$ cat src/rtl/memory_control.sv
// Arbitrates icache reads and dcache reads/writes onto a single RAM port; completes each access
// with a one-cycle wait drop. Define MEMCTL_FAIR_ARB_EN for alternating arbitration on conflicts.
module memory_control #(
  parameter int unsigned ADDR_W  = 32,
  parameter int unsigned WORD_W  = 32,
  parameter int unsigned TIMEOUT = 64
) (
  input  logic              CLK,
  input  logic              nRST,
  input  logic              iREN,
  input  logic [ADDR_W-1:0] iaddr,
  output logic              iwait,
  output logic [WORD_W-1:0] iload,
  input  logic              dREN,
  input  logic              dWEN,
  input  logic [ADDR_W-1:0] daddr,
  input  logic [WORD_W-1:0] dstore,
  output logic              dwait,
  output logic [WORD_W-1:0] dload,
  output logic              ramREN,
  output logic              ramWEN,
  output logic [ADDR_W-1:0] ramaddr,
  output logic [WORD_W-1:0] ramstore,
  input  logic [WORD_W-1:0] ramload,
  input  logic [1:0]        ramstate,
  output logic              mem_error
);

  localparam int unsigned CNT_W = $clog2(TIMEOUT);
  localparam logic [CNT_W-1:0] CNT_MAX = CNT_W'(TIMEOUT - 1);

  localparam logic [1:0] StIdle = 2'd0;
  localparam logic [1:0] StIacc = 2'd1;
  localparam logic [1:0] StDacc = 2'd2;

  localparam logic [1:0] RamAccess = 2'b10;
  localparam logic [1:0] RamError  = 2'b11;

  logic [1:0]       r_state;
  logic [1:0]       w_state_d;
  logic [CNT_W-1:0] r_cnt;
  logic             r_mem_error;
  logic             w_d_req;
  logic             w_pick_d;
  logic             w_ram_ok;
  logic             w_ram_fail;
  logic             w_done;
  logic             w_fail;

  assign w_d_req    = dREN | dWEN;
  assign w_ram_ok   = (ramstate == RamAccess);
  assign w_ram_fail = (ramstate == RamError) || (r_cnt == CNT_MAX);

  assign iload     = ramload;
  assign dload     = ramload;
  assign mem_error = r_mem_error;

`ifdef MEMCTL_FAIR_ARB_EN
  logic r_last_grant;  // 0 = instruction side, 1 = data side

  always_ff @(posedge CLK or negedge nRST) begin
    if (!nRST) begin
      r_last_grant <= 1'b0;
    end else if (w_done) begin
      r_last_grant <= (r_state == StDacc);
    end
  end

  assign w_pick_d = ~r_last_grant;
`else
  assign w_pick_d = 1'b1;
`endif

  always_comb begin
    w_state_d = r_state;
    iwait     = 1'b1;
    dwait     = 1'b1;
    ramREN    = 1'b0;
    ramWEN    = 1'b0;
    ramaddr   = '0;
    ramstore  = '0;
    w_done    = 1'b0;
    w_fail    = 1'b0;
    case (r_state)
      StIdle: begin
        if (w_d_req && iREN) begin
          w_state_d = w_pick_d ? StDacc : StIacc;
        end else if (w_d_req) begin
          w_state_d = StDacc;
        end else if (iREN) begin
          w_state_d = StIacc;
        end
      end
      StDacc: begin
        if (!w_d_req) begin
          w_state_d = StIdle;  // abort: strobes already low, no wait pulse
        end else begin
          ramaddr = daddr;
          if (dWEN) begin
            ramWEN   = 1'b1;
            ramstore = dstore;
          end else begin
            ramREN = 1'b1;
          end
          if (w_ram_ok || w_ram_fail) begin
            dwait     = 1'b0;
            w_done    = 1'b1;
            w_fail    = ~w_ram_ok;
            w_state_d = StIdle;
          end
        end
      end
      StIacc: begin
        if (!iREN) begin
          w_state_d = StIdle;
        end else begin
          ramREN  = 1'b1;
          ramaddr = iaddr;
          if (w_ram_ok || w_ram_fail) begin
            iwait     = 1'b0;
            w_done    = 1'b1;
            w_fail    = ~w_ram_ok;
            w_state_d = StIdle;
          end
        end
      end
      default: w_state_d = StIdle;
    endcase
  end

  always_ff @(posedge CLK or negedge nRST) begin
    if (!nRST) begin
      r_state     <= StIdle;
      r_cnt       <= '0;
      r_mem_error <= 1'b0;
    end else begin
      r_state <= w_state_d;
      if (r_state == StIdle) begin
        r_cnt <= '0;
      end else if (r_cnt != CNT_MAX) begin
        r_cnt <= r_cnt + CNT_W'(1);
      end
      if (w_fail) begin
        r_mem_error <= 1'b1;
      end
    end
  end

endmodule
$ cat config.mk
export PLATFORM = sky130hd
export DESIGN_NAME = memory_control
export DESIGN_NICKNAME = d
export VERILOG_FILES = /design/src/rtl/memory_control.sv
export SDC_FILE = /design/constraint.sdc
export NUM_CORES = 1
export LEC_CHECK = 0
export BUFFER_PORTS_ARGS = -buffer_cell sky130_fd_sc_hd__buf_4
export CAP_MARGIN = 20
export CORE_AREA = 4 4 102 104
export DETAILED_ROUTE_END_ITERATION = 12
export DIE_AREA = 0 0 106 108
export MAX_ROUTING_LAYER = met4
export PLACE_DENSITY = 0.65
export SLEW_MARGIN = 5
export SYNTH_ARGS = -nofsm -noshare
export SYNTH_HDL_FRONTEND = slang
export SYNTH_SLANG_ARGS = --single-unit
$ cat constraint.sdc
create_clock -name CLK -period 3.8 [get_ports CLK]
set_input_delay 0.19 -clock CLK [delete_from_list [all_inputs] [get_ports CLK]]
set_output_delay 0.19 -clock CLK [all_outputs]
set_load 0.02 [all_outputs]
### After elaboration in Yosys (flattened, before gate mapping)

Index checks and enable logic that the tools add are counted.

| storage, ports and cells | value |
|---|---|
| word-level logic and storage cells | 49 |
| bits in registers | 9 |
| memories | 0 |
| memory bits (read-only) | 0 |
| latch bits | 0 |
| memory bits (writable) | 0 |

| cells by class | value |
|---|---|
| reduce and logical (&&, ||, !) cells | 5 |
| equality and inequality tests | 7 |
| divide/modulo/power cells | 0 |
| shifts and indexed selects | 0 |
| multiply operators | 0 |
| bitwise gates (word level) | 2 |
| add/sub/neg operators | 1 |
| muxes and demuxes | 31 |
| order comparisons | 0 |

Operators by type and width:

| cell | number |
|---|---|
| 2-to-1 mux 32 bit | 5 |
| case mux 32 bit (2 select lines) | 1 |
| 2-to-1 mux 1 bit | 14 |
| 2-to-1 mux 2 bit | 6 |
| 2-to-1 mux 6 bit | 2 |
| adder 6 x 1 -> 6 bit (second input constant) | 1 |
| == test 2 bit (second input constant) | 3 |
| == test 6 bit (second input constant) | 1 |
| inequality test 6 bit (second input constant) | 1 |
| case mux 2 bit (3 select lines) | 1 |
| inequality test 4 bit (second input constant) | 1 |
| case mux 1 bit (2 select lines) | 2 |
| == test 2 x 1 -> 1 bit (second input constant) | 1 |
| logical NOT 2 bit | 1 |
| logical OR 1 bit | 2 |
| nonzero test 2 bit | 1 |
| logical AND 1 bit | 1 |
| NOT 1 bit | 1 |
| OR 1 bit | 1 |

### Longest topological paths before layout

| logic depth | value |
|---|---|
| depth after elaboration | 6 |
| gate-level depth with buffers | 7 |

### Worst setup path before layout

Ideal clock, no wire load.

| timing path | value |
|---|---|
| path kind | flip-flop to output port |
| start | register r_state[0] |
| end | output ramaddr[0] |
| arrival | 1.535 ns |
| path slack | 2.075 ns |
| buffers on the path | 2 |
| cell stages (with the launch flop) | 8 |
| cell sequence | dfrtp_1 > inv_1 > ha_1 > o21a_1 > buf_6 > buf_4 > a22oi_1 > nor2b_1 |

| on the way | value |
|---|---|
| word-level cells in the longest chain between the ends | 2 |
| elaborated cells between the ends (all ways) | 3 |
| those cells by class | 2 x eq/ne; 1 x mux |

Ends and longest elaborated chain:

| item | RTL line | source |
|---|---|---|
| start, declared | 39 | `logic [1:0] r_state;` |
| start signal, assigned | 133 | `r_state <= StIdle;` |
| start signal, assigned | 137 | `r_state <= w_state_d;` |
| == test 2 x 1 -> 1 bit / == test 2 bit (equally long branches) | 84 | `case (r_state)` |
| case mux 32 bit (2 select lines) * | 84 |  |
| end, declared | 22 | `output logic [ADDR_W-1:0] ramaddr,` |

Mark *: on every way between the ends. The rest lies on a longest branch, timed or not.

### Final worst setup path

| timing path | value |
|---|---|
| start | register r_state[0] |
| end | output ramaddr[26] |

Same word-level chain as after synthesis.

==> results.json <==
{
  "run_status": "finished, final reports clean",
  "ys.flop_type": "dfrtp_1",
  "reg2reg_setup_slack_ps": 1540,
  "worst_slew_pin_slew_ps": 916,
  "ys_warn_count": 0,
  "cp_data_required_time_ps": 3610,
  "synth_top_family_by_area": "buffers and inverters",
  "hold_class": "input port to async pin",
  "place.gp.congestion": 0.779,
  "yosysTopAreaCell": "buf_4",
  "grt_max_degree": 39,
  "finalSetupTns_ps": 0,
  "endpoint_kind": "primary output",
  "num-nets-final": 475,
  "num_antenna_cells": 0,
  "grt_pass1_vias": 1948,
  "rsz0062_at_grt": "no",
  "syn_area_per_cell_um2": 7.69,
  "antenna_left": 0,
  "finalPower_mw": 1.17,
  "synthArstFlopShare_pct": 100,
  "dpl_cell_area_um2": 2720,
  "cts_buffers": 3,
  "cts_resized": 0,
  "synth.top_cells.by_area": "buf_4 (28%), a22oi_1 (13%), dfrtp_1 (12%)",
  "grt_pass1_wl_mm": 11.1,
  "syn_nets": 377,
  "cts_sinks": 9,
  "synth_most_common_cell": "buf_4",
  "drt-initial-drc-count": 136,
  "final-setup-viol-count": 0,
  "finalHoldViolCount": 0,
  "cts_tree": "yes",
  "rows": 36,
  "yosys.area_share.simple_pct": 29.3,
  "max_freq_mhz": 363,
  "max_slew_margin_pct": 38.9,
  "cts.path.max_buffers": 2,
  "slew_viol_final": 0,
  "synth_compound_area_share_pct": 21.2,
  "synth-seq-cells": 9,
  "core_area_um2": 9550,
  "syn_area_um2": 1820,
  "synth_common_cells": "buf_4 (69), and3_1 (33), a22oi_1 (32), nor2b_1 (32)",
  "ir_drop_v": 0.000184,
  "r2r-end": "r_state[1]",
  "die_h_um": 108,
  "io_pins": 268,
  "power.density_nw_per_um2": 421,
  "routed_wl_mm": 7.75,
  "grt-ovfl-total": 0,
  "routed_via_density": 4.33,
  "path_class": "flip-flop to primary output",
  "fin_crit_sh_pct": 72.5,
  "grt_util_all_layers_pct": 12.4,
  "drive_above_1_share_pct": 54.5,
  "yosysSeqAreaShare_pct": 12.4,
  "whs_ps": 316,
  "drv_cap": 0,
  "synthAdderAreaFrac_pct": 3.43,
  "drc_errors": 0,
  "start_util_pct": 19.1,
  "clock_latency_ps": 230,
  "cts_root_buffer": "clkbuf_8",
  "htree_levels": 1,
  "die_w_um": 106,
  "finClkSkew_ps": 3.38,
  "via_count": 2020,
  "synth_xor_area_share_pct": 0.481,
  "cp.arrival_ps": 2570,
  "worst_slack_ps": 1040,
  "synth_edf_count": 0,
  "synth_top_area_share_pct": 28.4,
  "port_buffers": 171,
  "muxShareOfSynthArea_pct": 0,
  "cp_max_fo": 35,
  "reg2regPathDepth": 6,
  "fin_crit_ps": 2760,
  "fin_area_um2": 2770,
  "synth_cell_types": 35,
  "dieArea_um2": 11400,
  "antenna_found_initial": 0,
  "reg2reg_from": "r_state[0]",
  "path_clk_slew_ps": 50,
  "p_leak_nw": 1.43,
  "pre_cts_slack_ps": 1290,
  "firstDrtPassIters": 4,
  "startpoint_type": "flip-flop",
  "wl_per_cell_um": 16.6,
  "dpl.hpwl_mm": 6.41,
  "postSynthCellCount": 237,
  "syn_to_final_growth_pct": 52.1
}
placed cells by master (no fill, tap or decap), types with 2 or more instances in the layout:
master,count
nand2_1,6
o41ai_2,2
a22oi_1,32
o21ai_0,4
ha_1,5
o21a_1,2
dfrtp_1,9
inv_1,2
nor2b_1,32
nand3_1,3
clkbuf_8,3
nor3_1,3
and3_1,33
and2_1,2
buf_4,173
a21oi_1,2
nor2_1,2
a31oi_1,2
flip-flops by register name (all words and copies together), names as in the netlist:
| register | flops |
|---|---|
| mem_error | 1 |
| r_state | 2 |
| r_cnt | 6 |
report_power, final:
| group | internal (mW) | total, mW | switching [mW] |
|---|---|---|---|
| logic | 0.420 | 0.921 | 0.502 |
| registers | 0.115 | 0.133 | 0.0182 |
| clock network | 0.0732 | 0.113 | 0.0394 |
worst max path at each step:
stage               startpoint     endpoint  slack (ps)  cells past startpoint
global route        r_state[0]  ramaddr[21]         800                      7
CTS                 r_state[0]  ramaddr[26]        1030                      7
finish              r_state[0]  ramaddr[26]        1040                      7
detailed placement  r_state[0]  ramaddr[26]        1290                      7
global placement    r_state[1]  ramaddr[21]        1390                      6
floorplan           r_state[0]   ramaddr[0]        2070                      7
routing by layer:
layer | track usage [%] | vias to the layer above | part of all wire, %
met1 | 12.2 | 922 | 34
met5 | - | - | 0
li1 | - | 965 | -
met4 | 2.13 | 0 | 1.1
met2 | 23.8 | 126 | 55
met3 | 4.72 | 7 | 10
logic make-up (layout without fill, tap and decap cells):
group / after synthesis / count (layout)
xor gates and xnor gates: 1 / 1
AOI/OAI and AO/OA: 50 / 50
buffers and inverters: 84 / 181
and+or+nand+nor: 88 / 88
adders and majority gates: 5 / 5
DFF: 9 / 9
worst max-delay path: stages, from the launching register on:
cell and delay [ps]:
dfrtp_1 410, inv_1 130, ha_1 770, o21a_1 220
buf_4 350, a22oi_1 130, nor2b_1 160, buf_4 160
area by class of cell:
type,count,area [µm²]
Fill cell,1057,6780
Timing Repair Buffer,175,1340
Multi-Input combinational cell,144,990
Sequential cell,9,225
Tap cell,133,166
Clock buffer,4,45.0
Inverter,2,7.51
stage by stage:
step	util (%)	cells
2_1_floorplan	-	237
3_3_place_gp	28.1	461
3_5_place_dp	28.4	462
4_1_cts	29.0	467
5_1_grt	29.0	467
6_report	29.0	467
what timing repair did:
action                                 in CTS  in global routing
hold buffers                                1                  0
buffers inserted                            0                  0
endpoints found under the hold margin       9                  0
Power figures use the tool's default switching activity.
